[src/rtl/rifle_hit_detector.sv]
// Rifle hit detector: follows the ball in the AY-3-8500 video and, after a trigger
// press, scans one frame for ball pixels inside the aim window to drive shot/hit pulses.
module rifle_hit_detector #(
    parameter int AIM_R      = 4,
    parameter int XW         = 9,
    parameter int YW         = 9,
    parameter int SHOT_LINES = 16
) (
    input  logic          clk_16M,
    input  logic          reset,
    input  logic          ce_pix,
    input  logic          hsync,
    input  logic          vsync,
    input  logic          vid_ball,
    input  logic [XW-1:0] aim_x,
    input  logic [YW-1:0] aim_y,
    input  logic          trigger,
    output logic          shot_out,
    output logic          hit_out,
    output logic          busy,
    output logic [XW-1:0] ball_x,
    output logic [YW-1:0] ball_y,
    output logic          ball_vld
);

    localparam int LCW = $clog2(SHOT_LINES + 1);
    localparam logic signed [XW:0] AIM_RX = (XW + 1)'(AIM_R);
    localparam logic signed [YW:0] AIM_RY = (YW + 1)'(AIM_R);

    typedef enum logic [1:0] {IDLE, ARMED, SCAN, REPORT} state_t;

    function automatic logic [XW-1:0] sat_inc_x(input logic [XW-1:0] v);
        return (&v) ? v : v + XW'(1);
    endfunction

    function automatic logic [YW-1:0] sat_inc_y(input logic [YW-1:0] v);
        return (&v) ? v : v + YW'(1);
    endfunction

    // Differences carry one extra bit so a window near 0 clips instead of wrapping.
    function automatic logic in_window(input logic [XW-1:0] px, input logic [YW-1:0] py,
                                       input logic [XW-1:0] ax, input logic [YW-1:0] ay);
        logic signed [XW:0] dx;
        logic signed [YW:0] dy;
        dx = $signed({1'b0, px}) - $signed({1'b0, ax});
        dy = $signed({1'b0, py}) - $signed({1'b0, ay});
        if (dx < 0) dx = -dx;
        if (dy < 0) dy = -dy;
        return (dx <= AIM_RX) && (dy <= AIM_RY);
    endfunction

    state_t          state_q;
    logic            hsync_q, vsync_q, trig_q;
    logic            hs_rise_q, vs_rise_q, tr_rise_q;
    logic [XW-1:0]   x_q, x_d, cand_x_q, cand_x_d, ball_x_q, ball_x_d;
    logic [YW-1:0]   y_q, y_d, cand_y_q, cand_y_d, ball_y_q, ball_y_d;
    logic            found_q, found_d, ball_vld_q, ball_vld_d;
    logic            hit_flag_q, shot_q, hit_q;
    logic [LCW-1:0]  lines_q, lines_dec;
    logic            pix, win;

    assign pix       = vid_ball & ce_pix;
    assign win       = in_window(x_q, y_q, aim_x, aim_y);
    assign lines_dec = lines_q - LCW'(1);

    always_comb begin
        x_d        = x_q;
        y_d        = y_q;
        cand_x_d   = cand_x_q;
        cand_y_d   = cand_y_q;
        found_d    = found_q;
        ball_x_d   = ball_x_q;
        ball_y_d   = ball_y_q;
        ball_vld_d = ball_vld_q;
        if (vs_rise_q) begin
            x_d = '0;
            y_d = '0;
        end else if (hs_rise_q) begin
            x_d = '0;
            y_d = sat_inc_y(y_q);
        end else if (ce_pix) begin
            x_d = sat_inc_x(x_q);
        end
        if (vs_rise_q) begin
            ball_x_d   = cand_x_q;
            ball_y_d   = cand_y_q;
            ball_vld_d = found_q;
            found_d    = 1'b0;
        end
        // A ball pixel on the vsync-rise cycle is the first one of the new frame.
        if (pix && !found_d) begin
            cand_x_d = x_q;
            cand_y_d = y_q;
            found_d  = 1'b1;
        end
    end

    always_ff @(posedge clk_16M) begin
        if (reset) begin
            state_q    <= IDLE;
            hsync_q    <= 1'b0;
            vsync_q    <= 1'b0;
            trig_q     <= 1'b0;
            hs_rise_q  <= 1'b0;
            vs_rise_q  <= 1'b0;
            tr_rise_q  <= 1'b0;
            x_q        <= '0;
            y_q        <= '0;
            cand_x_q   <= '0;
            cand_y_q   <= '0;
            found_q    <= 1'b0;
            ball_x_q   <= '0;
            ball_y_q   <= '0;
            ball_vld_q <= 1'b0;
            hit_flag_q <= 1'b0;
            shot_q     <= 1'b0;
            hit_q      <= 1'b0;
            lines_q    <= '0;
        end else begin
            hsync_q    <= hsync;
            vsync_q    <= vsync;
            trig_q     <= trigger;
            hs_rise_q  <= hsync & ~hsync_q;
            vs_rise_q  <= vsync & ~vsync_q;
            tr_rise_q  <= trigger & ~trig_q;
            x_q        <= x_d;
            y_q        <= y_d;
            cand_x_q   <= cand_x_d;
            cand_y_q   <= cand_y_d;
            found_q    <= found_d;
            ball_x_q   <= ball_x_d;
            ball_y_q   <= ball_y_d;
            ball_vld_q <= ball_vld_d;
            case (state_q)
                IDLE: begin
                    if (tr_rise_q) state_q <= ARMED;
                end
                ARMED: begin
                    if (vs_rise_q) begin
                        hit_flag_q <= 1'b0;
                        state_q    <= SCAN;
                    end
                end
                SCAN: begin
                    if (vs_rise_q) begin
                        state_q <= REPORT;
                        lines_q <= LCW'(SHOT_LINES);
                        shot_q  <= 1'b1;
                        hit_q   <= hit_flag_q;
                    end else if (pix && win) begin
                        hit_flag_q <= 1'b1;
                    end
                end
                REPORT: begin
                    // Only line starts count; a frame start inside the pulse is just another line.
                    if (hs_rise_q) begin
                        lines_q <= lines_dec;
                        if (lines_dec == '0) begin
                            state_q <= IDLE;
                            shot_q  <= 1'b0;
                            hit_q   <= 1'b0;
                        end
                    end
                end
                default: state_q <= IDLE;
            endcase
        end
    end

    assign busy     = (state_q != IDLE);
    assign shot_out = shot_q;
    assign hit_out  = hit_q;
    assign ball_x   = ball_x_q;
    assign ball_y   = ball_y_q;
    assign ball_vld = ball_vld_q;

endmodule
[config.mk]
export PLATFORM = sky130hd
export DESIGN_NAME = rifle_hit_detector
export DESIGN_NICKNAME = d
export VERILOG_FILES = /design/src/rtl/rifle_hit_detector.sv
export SDC_FILE = /design/constraint.sdc
export NUM_CORES = 1
export LEC_CHECK = 0
export BUFFER_PORTS_ARGS = -buffer_cell sky130_fd_sc_hd__buf_2
export CAP_MARGIN = 0
export CORE_MARGIN = 3
export CORE_UTILIZATION = 51
export DETAILED_ROUTE_END_ITERATION = 16
export GPL_ROUTABILITY_DRIVEN = 0
export PLACE_DENSITY = 0.68
export SETUP_SLACK_MARGIN = 0.2
export SLEW_MARGIN = 20
export SYNTH_ARGS = -nofsm -noshare
export SYNTH_HDL_FRONTEND = slang
export SYNTH_SLANG_ARGS = --single-unit
export TNS_END_PERCENT = 100
[constraint.sdc]
create_clock -name clk_16M -period 3.9 [get_ports clk_16M]
set_input_delay 0.195 -clock clk_16M [delete_from_list [all_inputs] [get_ports clk_16M]]
set_output_delay 0.195 -clock clk_16M [all_outputs]
set_load 0.005 [all_outputs]
==> flow_summary.rst <==
.. list-table::
   :header-rows: 1

   * - Metric
     - Value
   * - Chip width
     - 94.6 um
   * - Proportion of register bits with asynchronous set or reset after synthesis
     - 0%
   * - Largest area contributor in the netlist
     - sky130_fd_sc_hd__dfxtp_1
   * - Iter 0 DRT Violations
     - roughly 120
   * - Clock insertion delay at the later pin of the skew report
     - 0.35 ns
   * - Result of the run
     - complete, no violations
   * - Ratio of routed vias to standard cells
     - about 5.3
   * - Sum of net half-perimeters after detailed placement
     - ~6.3 mm
   * - Clock buffer depth
     - 2
   * - Crit path time final
     - approximately 2.8 ns
   * - RSZ-0062 raised after global routing
     - no
   * - Total global routing overflow
     - 0
   * - Endpoint of the worst hold-timing path
     - vsync_q
   * - Number of port buffers
     - 46
   * - Setup slack on the worst flop-to-flop path
     - between 1 and 1.5 ns
   * - Worst slew margin relative to its limit
     - 38.0%
   * - DR DRC count
     - 0
   * - Mean instance size in the synthesized netlist
     - roughly 8.2 um2
   * - Synth area leaders
     - sky130_fd_sc_hd__dfxtp_1, sky130_fd_sc_hd__ha_1, sky130_fd_sc_hd__mux2i_1
   * - Initial core utilization
     - 53.8%
   * - First-pass GRT wire length
     - approximately 14 mm
   * - Start point of the worst hold path
     - vsync
   * - Number of levels in the clock H-tree
     - 3
   * - I/O pins
     - 47
   * - Static Leakage
     - about 1.9 nW
   * - Highest ir drop seen on vdd
     - between 0.2 and 0.3 mV
   * - Number of vias after detailed routing
     - between 3000 and 4000
   * - Maximum fanout encountered on the critical timing path
     - 5
   * - Sum of negative setup slack
     - 0 ns
   * - Die Y
     - 94.6 um
   * - Share of power burned in the clock network
     - a little over a third
   * - Area share of the largest cell type after synthesis
     - 36.0%
   * - Fraction of the core area covered by cells at the end of the flow
     - around three fifths
   * - Post-CTS Hold Fix Bufs
     - 0
   * - GR Util All Layers
     - between 10% and 20%
   * - Final Routed Wirelength
     - between 8 and 9 mm
   * - Multi-input gate area in the final layout
     - between 0.002 and 0.0025 mm2
   * - Yosys warning total
     - 0
   * - Average wire per cell in the routed design
     - 13.3 um
   * - Skew final
     - 0.0117 ns
   * - Final antenna-violating net count
     - 0
   * - Layout cell share with drive strength beyond 1
     - a little over an eighth
   * - Die Footprint
     - 0.00895 mm2
   * - Clock slew at the register clock pins of the worst setup and hold paths
     - about 0.080 ns
   * - Sequential-to-total area share from yosys stat
     - 36.0%
   * - Net switching power
     - ~0.00046 W
   * - Share of the cycle needed by the critical path after routing
     - just over 70%
   * - Clk root buf
     - sky130_fd_sc_hd__clkbuf_8
   * - Switching share of total power
     - 28.1%
   * - CTS tree
     - built
   * - TritonRoute pass-1 iters
     - 5
   * - Hold Violations, Final
     - 0
   * - # clock sinks
     - between 70 and 80
   * - Mapped Area
     - 0.00400 mm2
   * - Number of nets in the final layout
     - between 500 and 600
   * - Maximum capacitance violations
     - 0
   * - Power Total
     - 0.00165 W
   * - Final count of negative-setup-slack endpoints
     - 0
   * - Site Rows
     - 31
   * - Initial antenna violation count
     - 0
   * - Type of the setup path with the least slack
     - reg -> reg
   * - Worst flop-to-flop path startpoint
     - y_q[0]
   * - Area growth from synthesis to final layout
     - 12.8%
   * - Count of distinct cell types in the synthesized netlist
     - 52
   * - Area of the core
     - around 0.0074 mm2
   * - Number of global-route vias before repair
     - approximately 3100
   * - Worst hold path cell count
     - 2
   * - Number of synthesized flops with an enable pin
     - 0
   * - Share of total power in sequential cells
     - between 40% and 50%
   * - Critical path capture point type
     - flip-flop
   * - Power share of the combinational group
     - 16.4%
   * - Number of buffers inserted by post-CTS setup repair
     - 0
   * - Syn_nets
     - 545
   * - Crit start category
     - flip-flop
   * - Flip-flop and latch count after synthesis
     - 72
   * - Total power density per cell area
     - 365 mW/mm2
   * - CTS buffer count
     - 9
   * - Max-slew violation count
     - 0
   * - Achievable clock frequency
     - roughly 360 MHz
   * - Post-CTS resize count
     - 0
   * - Count of filler cells inserted in the layout
     - approximately 700
   * - Pin count of the biggest net entering global routing
     - 55
   * - Data required time at the worst endpoint
     - 4.18 ns
   * - Internal portion of total power
     - ~0.0012 W
   * - Prevailing post-synth register cell
     - sky130_fd_sc_hd__dfxtp_1
   * - Worst path arrival time
     - ~3.1 ns
   * - Tightest Hold Check Type
     - in -> reg
   * - Storage element area
     - ~0.0014 mm2
   * - N_diodes
     - 0
   * - Worst Max-Slew Pin Slew
     - 0.930 ns
   * - Cells after synthesis
     - 489
   * - Cells on worst reg2reg path
     - 12
   * - Critical R2R Capture
     - hit_flag_q
==> placed cells by master, fill, tap and decap left out, types with 2 or more instances in the layout <==
| cell type | count |
|---|---|
| sky130_fd_sc_hd__a2111oi_0 | 2 |
| sky130_fd_sc_hd__a211oi_1 | 2 |
| sky130_fd_sc_hd__a21boi_0 | 2 |
| sky130_fd_sc_hd__a21o_1 | 3 |
| sky130_fd_sc_hd__a21oi_1 | 41 |
| sky130_fd_sc_hd__a22oi_1 | 2 |
| sky130_fd_sc_hd__a311oi_1 | 2 |
| sky130_fd_sc_hd__and3_1 | 4 |
| sky130_fd_sc_hd__buf_2 | 46 |
| sky130_fd_sc_hd__buf_4 | 2 |
| sky130_fd_sc_hd__clkbuf_8 | 10 |
| sky130_fd_sc_hd__clkinv_4 | 3 |
| sky130_fd_sc_hd__dfxtp_1 | 72 |
| sky130_fd_sc_hd__fa_1 | 2 |
| sky130_fd_sc_hd__ha_1 | 29 |
| sky130_fd_sc_hd__inv_1 | 32 |
| sky130_fd_sc_hd__mux2i_1 | 25 |
| sky130_fd_sc_hd__nand2_1 | 58 |
| sky130_fd_sc_hd__nand2b_1 | 7 |
| sky130_fd_sc_hd__nand3_1 | 10 |
| sky130_fd_sc_hd__nand3b_1 | 2 |
| sky130_fd_sc_hd__nand4_1 | 7 |
| sky130_fd_sc_hd__nor2_1 | 66 |
| sky130_fd_sc_hd__nor2b_1 | 9 |
| sky130_fd_sc_hd__nor3_1 | 9 |
| sky130_fd_sc_hd__nor4_1 | 2 |
| sky130_fd_sc_hd__o2111ai_1 | 4 |
| sky130_fd_sc_hd__o211ai_1 | 4 |
| sky130_fd_sc_hd__o21a_1 | 4 |
| sky130_fd_sc_hd__o21ai_0 | 16 |
| sky130_fd_sc_hd__o21ai_1 | 5 |
| sky130_fd_sc_hd__o21bai_1 | 2 |
| sky130_fd_sc_hd__or3_1 | 7 |
| sky130_fd_sc_hd__or3b_2 | 2 |
| sky130_fd_sc_hd__xnor2_1 | 13 |
| sky130_fd_sc_hd__xor2_1 | 12 |
==> final cells by class <==
cell class	instances	area share, %
sequential	72	31.9
multi-input combinational	370	52.7
clock inverter	6	1.52
clock buffer	10	3.05
tap	99	2.74
inverter	32	2.66
timing repair buffer	48	5.43
==> critical path, stage by stage (launching register included) <==
cell and delay, ns:
sky130_fd_sc_hd__dfxtp_1 0.36, sky130_fd_sc_hd__inv_1 0.08, sky130_fd_sc_hd__ha_1 0.15, sky130_fd_sc_hd__inv_1 0.05, sky130_fd_sc_hd__fa_1 0.39, sky130_fd_sc_hd__a21oi_1 0.25
sky130_fd_sc_hd__o21bai_1 0.11, sky130_fd_sc_hd__xnor2_1 0.28, sky130_fd_sc_hd__nand3_1 0.19, sky130_fd_sc_hd__o21ai_0 0.22, sky130_fd_sc_hd__a32oi_1 0.12, sky130_fd_sc_hd__a2111o_1 0.43
sky130_fd_sc_hd__a22oi_2 0.12
==> worst max path at each step <==
stage            endpoint  startpoint  slack, ns
2_1_floorplan  hit_flag_q      x_q[0]       1.38
3_3_place_gp   hit_flag_q      x_q[0]       1.20
3_5_place_dp   hit_flag_q      y_q[0]       1.11
4_1_cts        hit_flag_q      y_q[0]       1.09
5_1_grt        hit_flag_q      y_q[0]       0.80
6_report       hit_flag_q      y_q[0]       1.09
==> logic make-up (layout without fill, tap and decap cells) <==
family / Yosys count / in the layout / synth area share, %
AOI/OAI and AO/OA: 101 / 101 / 16.2
DFF: 72 / 72 / 36.0
muxes: 25 / 25 / 6.25
buffers and inverters: 47 / 96 / 4.59
xor gates and xnor gates: 25 / 25 / 5.47
adders and majority gates: 31 / 31 / 10.1
and+or+nand+nor: 188 / 188 / 21.4
==> Yosys cell counts, drive strengths merged, types with 10 or more instances <==
cell type / instances
a21oi: 41
clkbuf: 10
dfxtp: 72
ha: 29
inv: 32
mux2i: 25
nand2: 58
nand3: 10
nor2: 66
o21ai: 21
xnor2: 13
xor2: 12
==> state kept, by name (all words and copies together) (netlist names) <==
| signal | cells |
|---|---|
| hs_rise_q | 1 |
| found_q | 1 |
| state_q | 2 |
| ball_x | 9 |
| x_q | 9 |
| vs_rise_q | 1 |
| lines_q | 5 |
| trig_q | 1 |
| tr_rise_q | 1 |
| y_q | 9 |
| hit_out | 1 |
| shot_out | 1 |
| ball_vld | 1 |
| cand_y_q | 9 |
| vsync_q | 1 |
| hit_flag_q | 1 |
| cand_x_q | 9 |
| ball_y | 9 |
| hsync_q | 1 |
==> metrics by stage <==
stage	hold slack [ns]	area (um2)	setup slack [ns]	std cells
2_1_floorplan	0.350	4000	1.38	489
3_3_place_gp	0.373	4310	1.20	621
3_5_place_dp	0.381	4310	1.11	621
4_1_cts	0.0637	4520	1.09	637
5_1_grt	0.0823	4520	0.801	637
6_report	0.0759	4520	1.09	637
==> layer usage <==
layer	vias to the layer above	global-route usage [%]	routed length, um
li1	1779	-	-
met1	1564	24.4	3850
met2	53	34.3	4180
met3	8	5.02	354
met4	0	6.73	111
met5	-	0	0
==> power groups by stage <==
stage	registers [W]	clock network, W	logic, W
final	0.000777	0.000599	0.000270
after global routing	0.000780	0.000639	0.000310
after CTS	0.000777	0.000613	0.000272
after detailed placement	0.000794	0	0.000271
after global placement	0.000792	0	0.000263
after floorplan	0.000789	0	0.000205
No activity file was read; power rests on OpenSTA's default activity.
